===== src/rtl/e203_exu_alu_dpsh_arb.sv =====
// Arbiter that shares the single EXU adder/comparator datapath between several
// requesters (ALU, BJP, AGU, MDV). Round-robin selection in IDLE, an accepted
// step with req_lock set pins the datapath to that requester until it issues
// a step without lock. The datapath result is captured into a one-entry
// buffer and returned to its owner with valid/ready backpressure.
module e203_exu_alu_dpsh_arb #(
    parameter int NREQ = 4,
    parameter int OPW  = 32,
    parameter int CMDW = 8,
    localparam int PTRW = (NREQ > 1) ? $clog2(NREQ) : 1
) (
    input  logic                 clk,
    input  logic                 rst,
    input  logic [NREQ-1:0]      req_valid,
    output logic [NREQ-1:0]      req_ready,
    input  logic [NREQ-1:0]      req_lock,
    input  logic [NREQ*CMDW-1:0] req_cmd,
    input  logic [NREQ*OPW-1:0]  req_op1,
    input  logic [NREQ*OPW-1:0]  req_op2,
    output logic                 dp_valid,
    output logic [CMDW-1:0]      dp_cmd,
    output logic [OPW-1:0]       dp_op1,
    output logic [OPW-1:0]       dp_op2,
    input  logic [OPW-1:0]       dp_res,
    input  logic                 dp_cmp,
    output logic [NREQ-1:0]      res_valid,
    input  logic [NREQ-1:0]      res_ready,
    output logic [OPW-1:0]       res_data,
    output logic                 res_cmp,
    output logic                 lock_active,
    output logic [PTRW-1:0]      lock_owner
);

    typedef enum logic [0:0] {
        ST_IDLE = 1'b0,
        ST_LOCK = 1'b1
    } state_e;

    // Decode a requester index into its one-hot position.
    function automatic logic [NREQ-1:0] idx_to_onehot(input logic [PTRW-1:0] idx);
        logic [NREQ-1:0] oh;
        oh      = {NREQ{1'b0}};
        oh[idx] = 1'b1;
        return oh;
    endfunction

    // Advance a requester index by one, wrapping at NREQ-1 even when NREQ is
    // not a power of two.
    function automatic logic [PTRW-1:0] ptr_inc(input logic [PTRW-1:0] p);
        logic [PTRW-1:0] n;
        if (p == PTRW'(NREQ - 1)) begin
            n = {PTRW{1'b0}};
        end else begin
            n = p + PTRW'(1);
        end
        return n;
    endfunction

    state_e          state_r;
    state_e          state_nxt_s;
    logic [PTRW-1:0] rr_ptr_r;
    logic [PTRW-1:0] rr_ptr_nxt_s;
    logic [PTRW-1:0] lock_owner_r;
    logic [PTRW-1:0] lock_owner_nxt_s;

    logic            res_vld_r;
    logic [PTRW-1:0] res_own_r;
    logic [OPW-1:0]  res_data_r;
    logic            res_cmp_r;

    logic            buf_free_s;
    logic            grant_vld_s;
    logic [PTRW-1:0] grant_idx_s;
    logic            hs_s;

    // The buffer can take a new result when empty or when its current owner
    // drains it this very cycle.
    assign buf_free_s = ~res_vld_r | res_ready[res_own_r];

    // Select the candidate requester: lock owner only while locked, otherwise
    // the first valid requester at or after the round-robin pointer.
    always_comb begin
        logic [PTRW-1:0] cand;
        logic            hit;
        grant_vld_s = 1'b0;
        grant_idx_s = {PTRW{1'b0}};
        cand        = {PTRW{1'b0}};
        hit         = 1'b0;
        if (state_r == ST_LOCK) begin
            grant_vld_s = req_valid[lock_owner_r];
            grant_idx_s = lock_owner_r;
        end else begin
            for (int k = 0; k < NREQ; k++) begin
                cand        = PTRW'((int'(rr_ptr_r) + k) % NREQ);
                hit         = req_valid[cand] & ~grant_vld_s;
                grant_idx_s = hit ? cand : grant_idx_s;
                grant_vld_s = grant_vld_s | hit;
            end
        end
    end

    // A step is accepted only outside reset and when the result buffer has room.
    assign hs_s = grant_vld_s & buf_free_s & ~rst;

    // Arbiter state, round-robin pointer and lock owner registers.
    always_ff @(posedge clk) begin
        if (rst) begin
            state_r      <= ST_IDLE;
            rr_ptr_r     <= {PTRW{1'b0}};
            lock_owner_r <= {PTRW{1'b0}};
        end else begin
            state_r      <= state_nxt_s;
            rr_ptr_r     <= rr_ptr_nxt_s;
            lock_owner_r <= lock_owner_nxt_s;
        end
    end

    // Next-state logic: lock entry/exit and pointer advance on accepted steps.
    always_comb begin
        state_nxt_s      = state_r;
        rr_ptr_nxt_s     = rr_ptr_r;
        lock_owner_nxt_s = lock_owner_r;
        case (state_r)
            ST_IDLE: begin
                if (hs_s && req_lock[grant_idx_s]) begin
                    state_nxt_s      = ST_LOCK;
                    lock_owner_nxt_s = grant_idx_s;
                end else if (hs_s) begin
                    rr_ptr_nxt_s     = ptr_inc(grant_idx_s);
                end else begin
                    state_nxt_s      = ST_IDLE;
                end
            end
            ST_LOCK: begin
                if (hs_s && !req_lock[grant_idx_s]) begin
                    state_nxt_s      = ST_IDLE;
                    rr_ptr_nxt_s     = ptr_inc(lock_owner_r);
                    lock_owner_nxt_s = {PTRW{1'b0}};
                end else begin
                    state_nxt_s      = ST_LOCK;
                end
            end
            default: begin
                state_nxt_s      = ST_IDLE;
                rr_ptr_nxt_s     = {PTRW{1'b0}};
                lock_owner_nxt_s = {PTRW{1'b0}};
            end
        endcase
    end

    // Output logic: handshake, datapath operand mux and result/lock status.
    always_comb begin
        req_ready = {NREQ{1'b0}};
        dp_valid  = 1'b0;
        dp_cmd    = {CMDW{1'b0}};
        dp_op1    = {OPW{1'b0}};
        dp_op2    = {OPW{1'b0}};
        if (hs_s) begin
            req_ready = idx_to_onehot(grant_idx_s);
            dp_valid  = 1'b1;
            dp_cmd    = req_cmd[int'(grant_idx_s)*CMDW +: CMDW];
            dp_op1    = req_op1[int'(grant_idx_s)*OPW +: OPW];
            dp_op2    = req_op2[int'(grant_idx_s)*OPW +: OPW];
        end else begin
            req_ready = {NREQ{1'b0}};
        end
        res_valid   = res_vld_r ? idx_to_onehot(res_own_r) : {NREQ{1'b0}};
        res_data    = res_data_r;
        res_cmp     = res_cmp_r;
        lock_active = (state_r == ST_LOCK);
        lock_owner  = lock_owner_r;
    end

    // One-entry result buffer: load on accepted step, clear when drained.
    always_ff @(posedge clk) begin
        if (rst) begin
            res_vld_r  <= 1'b0;
            res_own_r  <= {PTRW{1'b0}};
            res_data_r <= {OPW{1'b0}};
            res_cmp_r  <= 1'b0;
        end else if (hs_s) begin
            res_vld_r  <= 1'b1;
            res_own_r  <= grant_idx_s;
            res_data_r <= dp_res;
            res_cmp_r  <= dp_cmp;
        end else if (res_vld_r && res_ready[res_own_r]) begin
            res_vld_r  <= 1'b0;
        end else begin
            res_vld_r  <= res_vld_r;
        end
    end

endmodule


===== config.mk =====
export PLATFORM = sky130hd
export DESIGN_NAME = e203_exu_alu_dpsh_arb
export DESIGN_NICKNAME = d
export VERILOG_FILES = /design/src/rtl/e203_exu_alu_dpsh_arb.sv
export SDC_FILE = /design/constraint.sdc
export NUM_CORES = 1
export LEC_CHECK = 0
export ABC_AREA = 1
export CELL_PAD_IN_SITES_DETAIL_PLACEMENT = 1
export CELL_PAD_IN_SITES_GLOBAL_PLACEMENT = 2
export CORE_ASPECT_RATIO = 0.7
export CORE_UTILIZATION = 12
export CTS_CLUSTER_DIAMETER = 50
export DETAILED_ROUTE_END_ITERATION = 8
export GPL_ROUTABILITY_DRIVEN = 1
export PLACE_DENSITY_LB_ADDON = 0.1
export SKIP_CTS_REPAIR_TIMING = 1
export SYNTH_ARGS = -nofsm -noshare
export SYNTH_HDL_FRONTEND = slang
export SYNTH_SLANG_ARGS = --single-unit
export TNS_END_PERCENT = 100

===== constraint.sdc =====
create_clock -name clk -period 3.92 [get_ports clk]
set_input_delay 0.98 -clock clk [delete_from_list [all_inputs] [get_ports clk]]
set_output_delay 0.98 -clock clk [all_outputs]
set_load 0.03 [all_outputs]

==> flow_metrics.env <==
export IMPL_outcome="completed"
export IMPL_worst_path_max_fanout=8
export IMPL_finalCritPeriodShare_pct=99.8
export IMPL_holdCritPathClass="reg2reg"
export IMPL_power_density_nw_per_um2=1300
export IMPL_clock_path_buffers=2
export IMPL_period_minus_slack_ns=3.91
export IMPL_viasPerCell=4.13
export IMPL_drive_above_1_share_pct=25.2
export IMPL_synth_seq_cells=41
export IMPL_io_pins=452
export IMPL_dr_total_vias=7255
export IMPL_worstSkewPairLatency_ns=0.30
export IMPL_slew_headroom_pct=65.9
export IMPL_syn_inst=782
export IMPL_routed_wl_mm=34.8
export IMPL_cts_htree_levels=2
export IMPL_power_switching_w=0.00796
export IMPL_yosys_area_top_type="nor2_1"
export IMPL_hold_viol_final=0
export IMPL_areaGrowthSynthToFinish_pct=169
export IMPL_synth_area_um2=4290
export IMPL_ys_seq_area_share_pct=19.2
export IMPL_drc=0
export IMPL_fin_nets=1620
export IMPL_clockPowerShare_pct=3.4
export IMPL_critPathMaxStageDelay_ns=0.20
export IMPL_finalSetupViolations=0
export IMPL_worstPathRequired_ns=2.94
export IMPL_yosys_most_used_dff="dfxtp_1"
export IMPL_leakage_nw=4.58
export IMPL_clk_pin_slew_ns=0.06
export IMPL_drtAntennaViolNets=0
export IMPL_synth_net_count=1122
export IMPL_yosys_area_top_type_share_pct=28.4
export IMPL_ys_types=30
export IMPL_core_area_um2=34900
export IMPL_synth_avg_cell_area_um2=5.48
export IMPL_grt_ovfl_total=0
export IMPL_grt_max_degree=42
export IMPL_cp_arrival_ns=2.93
export IMPL_critPathLaunchType="input port"
export IMPL_die_h_um=160
export IMPL_endpoint_kind="output port"
export IMPL_die_w_um=228
export IMPL_power_internal_w=0.00708
export IMPL_netlist_top_cells_count="nor2_1, o21ai_0, nand2_1, a21oi_1, dfxtp_1"
export IMPL_wl_per_cell_um=19.8
export IMPL_grt_pass1_vias=7472
export IMPL_yosysMostFrequentCell="nor2_1"
export IMPL_drv_cap=0
export IMPL_cp_slowest_cell="a21oi_1"
export IMPL_start_util_pct=12.3
export IMPL_num_rows=57
export IMPL_cts_tree="built"
export IMPL_track_usage_pct=16.7
export IMPL_synth_edf_count=0
export IMPL_ys_warnings_count=0
export IMPL_worst_slack_ns=0.00973
export IMPL_max_slew_worst_pin_slew_ns=0.512
export IMPL_die_area_um2=36500
export IMPL_swShare_pct=52.9
export IMPL_cts_made_buffers=5
export IMPL_drt_iter0_markers=183
export IMPL_dpl_hpwl_mm=26.0
export IMPL_grt_pass1_wl_mm=46.8
export IMPL_slew_viol_final=0
export IMPL_portBuffers=451
export IMPL_skew_ns=0.00579
export IMPL_place_congestion=0.840
export IMPL_utilization_pct=33.0
export IMPL_clock_sink_count=41
export IMPL_seq_power_share_pct=4.6
export IMPL_place_ws_ns=-0.586
export IMPL_crit_path_frequent_cell="nand2_2"
export IMPL_cts_root_buf="clkbuf_16"
export IMPL_antenna_found_initial=4
export IMPL_cp_cell_sequence="buf_6 -> nand2_4 -> nand2_4 -> nand2_2 -> nand2_2 -> nor2_4 -> nand3_2 -> nand2_2 -> nand2_2 -> nand2_4 -> nand2_8 -> inv_16 -> buf_12 -> clkbuf_16 -> nor2_4 -> nor2_1 -> o21ai_1 -> a21oi_1 -> buf_4"
export IMPL_power_frac_comb_pct=92.0
export IMPL_async_flop_share_pct=0
export IMPL_vdd_drop_max_v=0.000483
export IMPL_max_freq_mhz=256
export IMPL_synth_top_cells_by_area="nor2_1, dfxtp_1, o21ai_0"
export IMPL_crit_type="in2out"
export IMPL_grt_setup_unrepaired="yes"
export IMPL_dr_pass1_iters=4
## worst paths after layout
| path | slack [ns] | from | cells after the start | endpoint |
|---|---|---|---|---|
| worst max-delay path | 0.01 | req_valid[3] | 19 | dp_op1[10] |
| worst min-delay path | 0.48 | res_data[1]$_SDFFE_PP0P_ | 2 | res_data[1]$_SDFFE_PP0P_ |
| worst max register to register | 1.09 | rr_ptr_r[0]$_SDFFE_PP0P_ | 17 | rr_ptr_r[0]$_SDFFE_PP0P_ |
| worst min register to register | 0.48 | res_data[1]$_SDFFE_PP0P_ | 2 | res_data[1]$_SDFFE_PP0P_ |
## area by class of cell
type / instances / area [µm²]
inverter: 31 / 145
multi-input combinational: 646 / 3770
timing repair buffer: 554 / 6010
timing repair inverter: 1 / 11.3
sequential: 41 / 823
antenna: 3 / 7.51
tap: 472 / 591
clock buffer: 6 / 139
fill: 4166 / 23400
clock inverter: 2 / 37.5
## registers in the layout (all words and copies together), names as in the netlist, named ones only
signal	count
res_vld_r	1
res_data	32
res_cmp	1
rr_ptr_r	2
lock_owner	2
res_own_r	2
## kinds of logic (layout without fill, tap and decap cells)
group                    Yosys count  in the layout  share of synthesized area [%]
buffers and inverters             95            594                           10.9
adder cells (fa/ha/maj)            5              5                           1.46
multiplexers                       1              1                          0.234
flip-flops                        41             41                           19.2
other                              0              3                              0
AO/OA/AOI/OAI                    230            230                           30.5
AND/OR/NAND/NOR                  410            410                           37.8
## cell usage in the layout (no fill, tap or decap), drive strengths merged, types with 4 or more instances in the layout
| cell type | synthesis | layout |
|---|---|---|
| buf | 34 | 169 |
| inv | 29 | 31 |
| ha | 5 | 5 |
| o21ai | 145 | 145 |
| clkbuf | 30 | 21 |
| clkdlybuf4s50 | 0 | 366 |
| nor3 | 4 | 4 |
| nand2 | 55 | 55 |
| a21oi | 41 | 41 |
| nand3 | 23 | 23 |
| dlymetal6s2s | 0 | 4 |
| nor2 | 326 | 326 |
| dfxtp | 41 | 41 |
| o32ai | 39 | 39 |
## per-stage QoR
step	total power, W	cells	TNS, ns	instance area, µm²	hold slack, ns
2_1_floorplan	0.00650	782	0	4290	0.512
3_3_place_gp	0.0116	1718	-31.40	9870	0.462
3_5_place_dp	0.0116	1718	-32.36	9870	0.473
4_1_cts	0.0121	1726	-33.87	10000	0.487
5_1_grt	0.0162	1755	-3.20	11500	0.516
6_report	0.0150	1756	0	11500	0.480
## per-layer routing
layer	track usage [%]	part of all wire [%]	vias to the layer above	wire length, µm
li1	-	-	3621	-
met4	2.41	0.77	4	267
met5	0	0.072	-	25
met1	20.3	44	3407	15300
met2	28.9	49	204	17000
met3	5.48	6.3	19	2200
## worst max-delay path: cells and delay by family
kind | cells | cell delay (ns)
and+or+nand+nor | 12 | 0.93
buffers and inverters | 5 | 0.71
AOI/OAI and AO/OA | 2 | 0.27
## power by group through the flow
stage	combinational [W]	clock, W	sequential (W)
6_report	0.0138	0.000507	0.000698
5_1_grt	0.0149	0.000549	0.000720
4_1_cts	0.0109	0.000531	0.000694
3_5_place_dp	0.0109	0	0.000700
3_3_place_gp	0.0109	0	0.000696
2_1_floorplan	0.00558	0	0.000925
(Power assumes the default switching activity.)
